--- config.mk ---
export PLATFORM = sky130hd
export DESIGN_NAME = simmem_addr_arbiter
export DESIGN_NICKNAME = d
export VERILOG_FILES = /design/src/rtl/simmem_addr_arbiter.sv
export SDC_FILE = /design/constraint.sdc
export NUM_CORES = 1
export LEC_CHECK = 0
export BUFFER_PORTS_ARGS = -buffer_cell sky130_fd_sc_hd__buf_4
export CORE_MARGIN = 2
export CORE_UTILIZATION = 30
export DETAILED_ROUTE_END_ITERATION = 12
export PLACE_DENSITY = 0.58
export SLEW_MARGIN = 20
export SYNTH_ARGS = -nofsm -noshare
export SYNTH_HDL_FRONTEND = slang
export SYNTH_SLANG_ARGS = --single-unit
--- constraint.sdc ---
create_clock -name clk_i -period 1.6 [get_ports clk_i]
set_clock_uncertainty 0.15 [all_clocks]
set_input_delay 0.16 -clock clk_i [delete_from_list [all_inputs] [get_ports clk_i]]
set_output_delay 0.16 -clock clk_i [all_outputs]
set_load 0.05 [all_outputs]
--- src/rtl/simmem_addr_arbiter.sv ---
// Weighted round-robin arbiter for the calculator's shared address port.
// Gates AW/AR valid/ready only; payloads bypass this block.
module simmem_addr_arbiter #(
  parameter int unsigned WriteWeight = 2,
  parameter int unsigned ReadWeight  = 2
) (
  input  logic clk_i,
  input  logic rst_ni,
  input  logic waddr_valid_i,
  output logic waddr_ready_o,
  input  logic raddr_valid_i,
  output logic raddr_ready_o,
  output logic waddr_valid_o,
  input  logic waddr_ready_i,
  output logic raddr_valid_o,
  input  logic raddr_ready_i,
  output logic grant_w_o,
  output logic grant_r_o
);

  localparam int unsigned MaxW =
    (WriteWeight > ReadWeight) ? WriteWeight : ReadWeight;
  localparam int unsigned CW = $clog2(MaxW + 1);

  localparam logic [CW-1:0] WW_C = CW'(WriteWeight);
  localparam logic [CW-1:0] RW_C = CW'(ReadWeight);
  localparam logic [CW-1:0] ONE_C = CW'(1);
  localparam logic [CW-1:0] ZERO_C = '0;

  typedef enum logic {
    OWN_W = 1'b0,
    OWN_R = 1'b1
  } owner_e;

  if (WriteWeight < 1 || ReadWeight < 1) begin : g_bad_weight
    $error("simmem_addr_arbiter: weights must be >= 1");
  end

  owner_e        owner_q, owner_d;
  logic [CW-1:0] credit_q, credit_d;
  logic          lock_q, lock_d;
  owner_e        lock_ch_q, lock_ch_d;

  logic   gnt_w, gnt_r;
  logic   own_v, oth_v;
  logic   hs_w, hs_r, hs_any;
  logic   stall_w, stall_r;
  owner_e hs_ch;
  owner_e hs_oth;
  logic [CW-1:0] base_c;
  logic [CW-1:0] next_c;

  function automatic logic [CW-1:0] weight_of(owner_e ch);
    return (ch == OWN_W) ? WW_C : RW_C;
  endfunction

  // Owner, credit and AXI-stability lock registers.
  always_ff @(posedge clk_i or negedge rst_ni) begin
    if (!rst_ni) begin
      owner_q   <= OWN_W;
      credit_q  <= WW_C;
      lock_q    <= 1'b0;
      lock_ch_q <= OWN_W;
    end else begin
      owner_q   <= owner_d;
      credit_q  <= credit_d;
      lock_q    <= lock_d;
      lock_ch_q <= lock_ch_d;
    end
  end

  // Grant pick: lock first, then owner, then the idle owner's peer.
  always_comb begin
    gnt_w = 1'b0;
    gnt_r = 1'b0;
    own_v = (owner_q == OWN_W) ? waddr_valid_i : raddr_valid_i;
    oth_v = (owner_q == OWN_W) ? raddr_valid_i : waddr_valid_i;
    if (!rst_ni) begin
      gnt_w = 1'b0;
      gnt_r = 1'b0;
    end else if (lock_q) begin
      gnt_w = (lock_ch_q == OWN_W);
      gnt_r = (lock_ch_q == OWN_R);
    end else if (own_v) begin
      gnt_w = (owner_q == OWN_W);
      gnt_r = (owner_q == OWN_R);
    end else if (oth_v) begin
      gnt_w = (owner_q == OWN_R);
      gnt_r = (owner_q == OWN_W);
    end
  end

  assign hs_w    = gnt_w & waddr_valid_i & waddr_ready_i;
  assign hs_r    = gnt_r & raddr_valid_i & raddr_ready_i;
  assign hs_any  = hs_w | hs_r;
  assign stall_w = gnt_w & waddr_valid_i & ~waddr_ready_i;
  assign stall_r = gnt_r & raddr_valid_i & ~raddr_ready_i;
  assign hs_ch   = hs_r ? OWN_R : OWN_W;
  assign hs_oth  = hs_r ? OWN_W : OWN_R;

  // Credit base: running credit if owner, else a fresh turn.
  always_comb begin
    base_c = (owner_q == hs_ch) ? credit_q : weight_of(hs_ch);
    next_c = base_c - ONE_C;
  end

  // Next owner/credit on a handshake; lock tracks stalled grants.
  always_comb begin
    owner_d   = owner_q;
    credit_d  = credit_q;
    lock_d    = lock_q;
    lock_ch_d = lock_ch_q;
    if (hs_any) begin
      lock_d = 1'b0;
      if (next_c == ZERO_C) begin
        owner_d  = hs_oth;
        credit_d = weight_of(hs_oth);
      end else begin
        owner_d  = hs_ch;
        credit_d = next_c;
      end
    end else if (stall_w) begin
      lock_d    = 1'b1;
      lock_ch_d = OWN_W;
    end else if (stall_r) begin
      lock_d    = 1'b1;
      lock_ch_d = OWN_R;
    end
  end

  // Port gating: only the granted channel sees its peer's signals.
  always_comb begin
    waddr_valid_o = gnt_w & waddr_valid_i;
    waddr_ready_o = gnt_w & waddr_ready_i;
    raddr_valid_o = gnt_r & raddr_valid_i;
    raddr_ready_o = gnt_r & raddr_ready_i;
    grant_w_o     = gnt_w;
    grant_r_o     = gnt_r;
  end

endmodule

==> results.cfg, run 1 <==
[drt]
drc_errors = 0
avgRoutedWirePerCell_um = 13.3
ant_nets = 0
avgViaCountPerCell = 5.13
drtIter0Drc = 4
drt_pass1_iterations = 4
vias = 426
wirelength_um = 1100

[sta]
fmax_mhz = 583
worstMarginPinSlew_ns = 0.244
hold_slack_ns = 0.0262
setup_slack_ns = -0.116
slew_violations = 0
min_period_ns = 1.72
setup_viol = 6
tns_ns = -0.369
rsz0062_at_grt = yes
post-route-period-util_pct = 107
relSlewSlack_pct = 83.7
hold_violations = 0

[placement]
dp.cells = 71
hpwlAfterDp_um = 685
placed_cell_area_um2 = 514
port_buffers = 11
place.gp.congestion = 0.821
pre_cts_ws_ns = 0.0968

[die]
initial_utilization_pct = 31.5
ios = 12
row_count = 13
coreArea_um2 = 1280
fp.dieW_um = 40.7
die_area_um2 = 1660
chipHeight_um = 40.7

[pwr]
power_switching_mw = 0.499
p_comb_share_pct = 63.9
seqPwrFrac_pct = 24.1
power_leakage_nw = 0.311
ir_drop_uv = 870
power_frac_clock_pct = 12.0
power.total_mw = 1.16
power_density_nw_per_um2 = 1750
p_sw_share_pct = 42.8
p_int_mw = 0.665

[worst_setup_path]
r2r-end = credit_q[1]
crit_start = lock_q
reg2reg_from = lock_q
path_max_fanout = 6
endpoint_kind = output pin
crit_type = register to output pin
reg2reg_slack_ns = -0.04
cp.arrival_ns = 1.41
setup.worst_path.start_class = register
crit_required_ns = 1.29
rr_worst_depth = 7

[worst_hold_path]
min_from = raddr_ready_i
min_to = lock_ch_q
hold_path_depth = 2
min_path_type = primary input to register

[cells_and_area]
finalNonFillerCells = 83
design_area_um2 = 664
area_growth_pct = 64.4
antenna_cells = 0
finish.utilization_pct = 51.7
nNetsFinal = 75
drive_gt1_share_pct = 52.9

[global_routing]
grt_max_degree = 11
grt_overflow = 0
antenna_found_initial = 0
first_global_vias = 398
grt_pass1_wl_um = 1700
grtUsageTotal_pct = 16.4

[clock_tree]
tritoncts = yes
ctsRootBufferMaster = clkbuf_4
cts.sinks = 5
cts_buffers = 3
clockBufferDepth = 2
clk-insertion-delay-late_ns = 0.23
htreeDepth = 1
clk_pin_slew_ns = 0.04

[synth]
yosysTopAreaCell = dfrtp_1
ys_top_cells_by_area = dfrtp_1 25%, dfstp_2 6.5%, nand4_4 5.3%
synth_cell_types = 28
synth-edff-count = 0
synth_area_per_cell_um2 = 8.79
synth_top_area_share_pct = 24.8
ys_ff_latch = 5
yosys_most_used_dff = dfrtp_1
synth_seq_area_share_pct = 31.3
synthesis.area_um2 = 404
syn_inst = 46
yosysWarningCount = 0
syn-num-nets = 52
async_flop_share_pct = 100

[run_status]
violations = negative setup slack
status = finished with violations

[flow_run]
drv_cap = 0
-- layer usage --
| metal | global-route usage (%) | vias to the layer above | share of wire [%] |
|---|---|---|---|
| met4 | 14.2 | 0 | 1.6 |
| met2 | 22.6 | 15 | 52 |
| li1 | - | 215 | - |
| met1 | 21.4 | 194 | 43 |
| met3 | 3.26 | 2 | 3.5 |
| met5 | 0 | - | 0 |
-- synth_stat cells (2+ instances only) --
| cell type | n |
|---|---|
| nand2b_1 | 2 |
| dfrtp_1 | 4 |
| o22ai_1 | 2 |
| nand3_1 | 4 |
| nand2_1 | 4 |
| and2_1 | 2 |
| inv_1 | 4 |
| o21ai_0 | 4 |
-- power by group through the flow --
stage / sequential, mW / clock, mW / combinational, mW
final: 0.281 / 0.139 / 0.744
after global routing: 0.294 / 0.151 / 0.797
after CTS: 0.278 / 0.148 / 0.643
after detailed placement: 0.274 / 0 / 0.530
after global placement: 0.274 / 0 / 0.535
after floorplan: 0.235 / 0 / 0.446
-- worst max-delay path by stage --
stage | end | slack [ns] | cells past startpoint
2_1_floorplan | waddr_ready_o | -0.09 | 4
3_3_place_gp | waddr_ready_o | 0.11 | 5
3_5_place_dp | waddr_ready_o | 0.1 | 5
4_1_cts | waddr_ready_o | -0.12 | 5
5_1_grt | waddr_ready_o | -0.17 | 5
6_report | waddr_ready_o | -0.12 | 5
-- logic make-up (layout without fill, tap and decap cells) --
family | count (synthesis) | count (layout) | synth area share, %
and+or+nand+nor | 22 | 22 | 36.8
DFF | 5 | 5 | 31.3
buffers and inverters | 5 | 27 | 4.95
AOI/OAI and AO/OA | 14 | 14 | 26.9
-- timing repair --
item	CTS	global route
pin swaps	4	3
hold endpoints to repair	5	0
gates resized for setup	11	8
hold buffers	1	0
endpoints found under the setup margin	6	8
buffers inserted	4	3
-- worst max-delay path, cell delays in order (launching register included) --
cell and delay [ns]:
dfrtp_2 0.42, nand2b_4 0.15, a21o_1 0.18, a21boi_4 0.13
and2_4 0.16, buf_8 0.13
-- sequential cells by signal, indices dropped and copies added, names as in the netlist --
register	flops
lock_ch_q	1
owner_q	1
credit_q	2
lock_q	1
-- placed cells by master (no fill, tap or decap), types with 3 or more instances in the layout --
cell type,synthesis,layout
inv_1,4,4
clkbuf_4,0,3
nand3_1,4,4
nand2_1,4,4
buf_4,0,12
buf_8,0,4
and2_4,1,3
-- cell type report --
| class | count | area, µm² |
|---|---|---|
| multi-input cells | 36 | 293 |
| well taps | 15 | 18.8 |
| repair buffers | 19 | 183 |
| flip-flops and latches | 5 | 129 |
| clock buffers | 4 | 26.3 |
| inverters | 4 | 15.0 |
| fillers | 129 | 621 |
Note: power is estimated with default switching activity, not from simulation.
==> inputs of run 2 (changes only) <==
CORE_MARGIN = default   (was 2)
==> results.cfg, run 2 (same netlist as run 1, synthesis figures left out) <==
[cells_and_area]
final_cell_mix = 8 x buf_4, 4 x nand3_1, 4 x inv_1, 4 x buf_8
finalNonFillerCells = 77
design_area_um2 = 624
nNetsFinal = 70
antenna_cells = 0
mostFrequentLayoutCell = buf_4
multi_input_area_um2 = 295
regMostFlops = credit_q
largest_register_ffs = 2
nFillCells = 113
register_area_um2 = 129
area_growth_pct = 54.5
drive_gt1_share_pct = 52.4

[worst_setup_path]
path_max_fanout = 5
crit_start = lock_q
r2r-end = credit_q[1]
reg2reg_from = lock_q
reg2reg_slack_ns = 0.11
rr_worst_depth = 5
cp.arrival_ns = 1.41
timing.critical_path.cells = nand2b_4 > a21o_1 > a21boi_4 > and2_4 > buf_8
endpoint_kind = output pin
setup.worst_path.start_class = register
crit_buf_inv = 1
crit_required_ns = 1.29
critPathMaxStageDelay_ns = 0.42
cpMaxStageDelayCell = dfrtp_2
path_depth = 5
crit_type = register to output pin
crit_end = waddr_ready_o
path_delay_family = flip-flops

[pwr]
p_sw_share_pct = 44.2
power_density_nw_per_um2 = 1760
power_leakage_nw = 0.284
power_frac_clock_pct = 12.8
p_comb_share_pct = 61.3
seqPwrFrac_pct = 25.9
power.total_mw = 1.10
power_switching_mw = 0.486
p_int_mw = 0.613
ir_drop_uv = 707

[drt]
drtIter0Drc = 15
vias = 411
drc_errors = 0
ant_nets = 0
wirelength_um = 928
avgViaCountPerCell = 5.34
avgRoutedWirePerCell_um = 12.1
drt_pass1_iterations = 4

[flow_run]
drv_cap = 0

[sta]
slew_violations = 0
rsz0062_at_grt = yes
setup_slack_ns = -0.116
hold_slack_ns = 0.0248
setup_viol = 3
hold_violations = 0
min_period_ns = 1.72
post-route-period-util_pct = 107
worstMarginPinSlew_ns = 0.232
fmax_mhz = 583
relSlewSlack_pct = 84.5
tns_ns = -0.257

[clock_tree]
cts_buffers = 3
cts.sinks = 5
tritoncts = yes
clockBufferDepth = 2
clk_pin_slew_ns = 0.04
htreeDepth = 1
ctsRootBufferMaster = clkbuf_4
clk-insertion-delay-late_ns = 0.24

[die]
coreArea_um2 = 1170
chipHeight_um = 38.7
row_count = 12
ios = 12
initial_utilization_pct = 34.5
die_area_um2 = 1500
fp.dieW_um = 38.7

[placement]
placed_cell_area_um2 = 513
dp.cells = 70
place.gp.congestion = 0.784
port_buffers = 11
hpwlAfterDp_um = 685

[global_routing]
grtUsageTotal_pct = 14.5
first_global_vias = 373
grt_max_degree = 11
antenna_found_initial = 0
grt_overflow = 0
grt_pass1_wl_um = 1430

[run_status]
violations = negative setup slack
status = finished with violations

[worst_hold_path]
min_path_type = primary input to register
[run 2: worst reg2reg max path: stages, from the launching register on]
cell and delay [ns]:
dfrtp_2 0.42, buf_4 0.16, nand2b_4 0.09, o2111a_2 0.29, a21boi_2 0.10, a211oi_2 0.21
[run 2: stage by stage]
step | setup WS [ns] | utilization (%)
after floorplan | -0.0869 | -
after global placement | 0.108 | 43.8
after detailed placement | 0.0968 | 43.8
after CTS | -0.125 | 52.2
after global routing | -0.160 | 53.3
final | -0.116 | 53.3
[run 2: how the worst min path moves through the flow]
stage	start	end	cells past startpoint	slack [ns]
after global placement	rst_ni	lock_ch_q	1	-0.16
after CTS	raddr_ready_i	lock_ch_q	2	0.02
after detailed placement	rst_ni	lock_q	1	-0.16
after global routing	raddr_ready_i	lock_ch_q	2	0.02
final	raddr_ready_i	lock_ch_q	2	0.02
after floorplan	rst_ni	credit_q[0]	0	-0.29
[run 2: layer usage]
metal	vias to the layer above	routed length, µm	track usage [%]
li1	203	-	-
met1	194	405	15.1
met2	12	474	25.0
met3	2	44	3.47
met4	0	4	10.3
met5	-	0	0
[run 2: final cells by class]
class / count / share of cell area, %
timing repair buffer: 14 / 22.6
sequential: 5 / 20.6
inverter: 4 / 2.40
clock buffer: 4 / 4.21
tap: 14 / 2.81
multi-input combinational: 36 / 47.3
[run 2: power groups by stage]
| stage | Combinational, mW | Clock (mW) | Sequential (mW) |
|---|---|---|---|
| after CTS | 0.648 | 0.149 | 0.282 |
| after detailed placement | 0.530 | 0 | 0.273 |
| after global placement | 0.532 | 0 | 0.274 |
| after global routing | 0.718 | 0.163 | 0.296 |
| final | 0.673 | 0.141 | 0.284 |
| after floorplan | 0.446 | 0 | 0.235 |
[run 2: what timing repair did]
| action | in CTS | in global routing |
|---|---|---|
| pin swaps | 2 | 1 |
| gates cloned | 0 | 0 |
| buffers inserted | 2 | 0 |
| hold buffers | 1 | 0 |
| resized for setup | 14 | 4 |
| hold endpoints to repair | 5 | 0 |
| endpoints found under the setup margin | 5 | 6 |
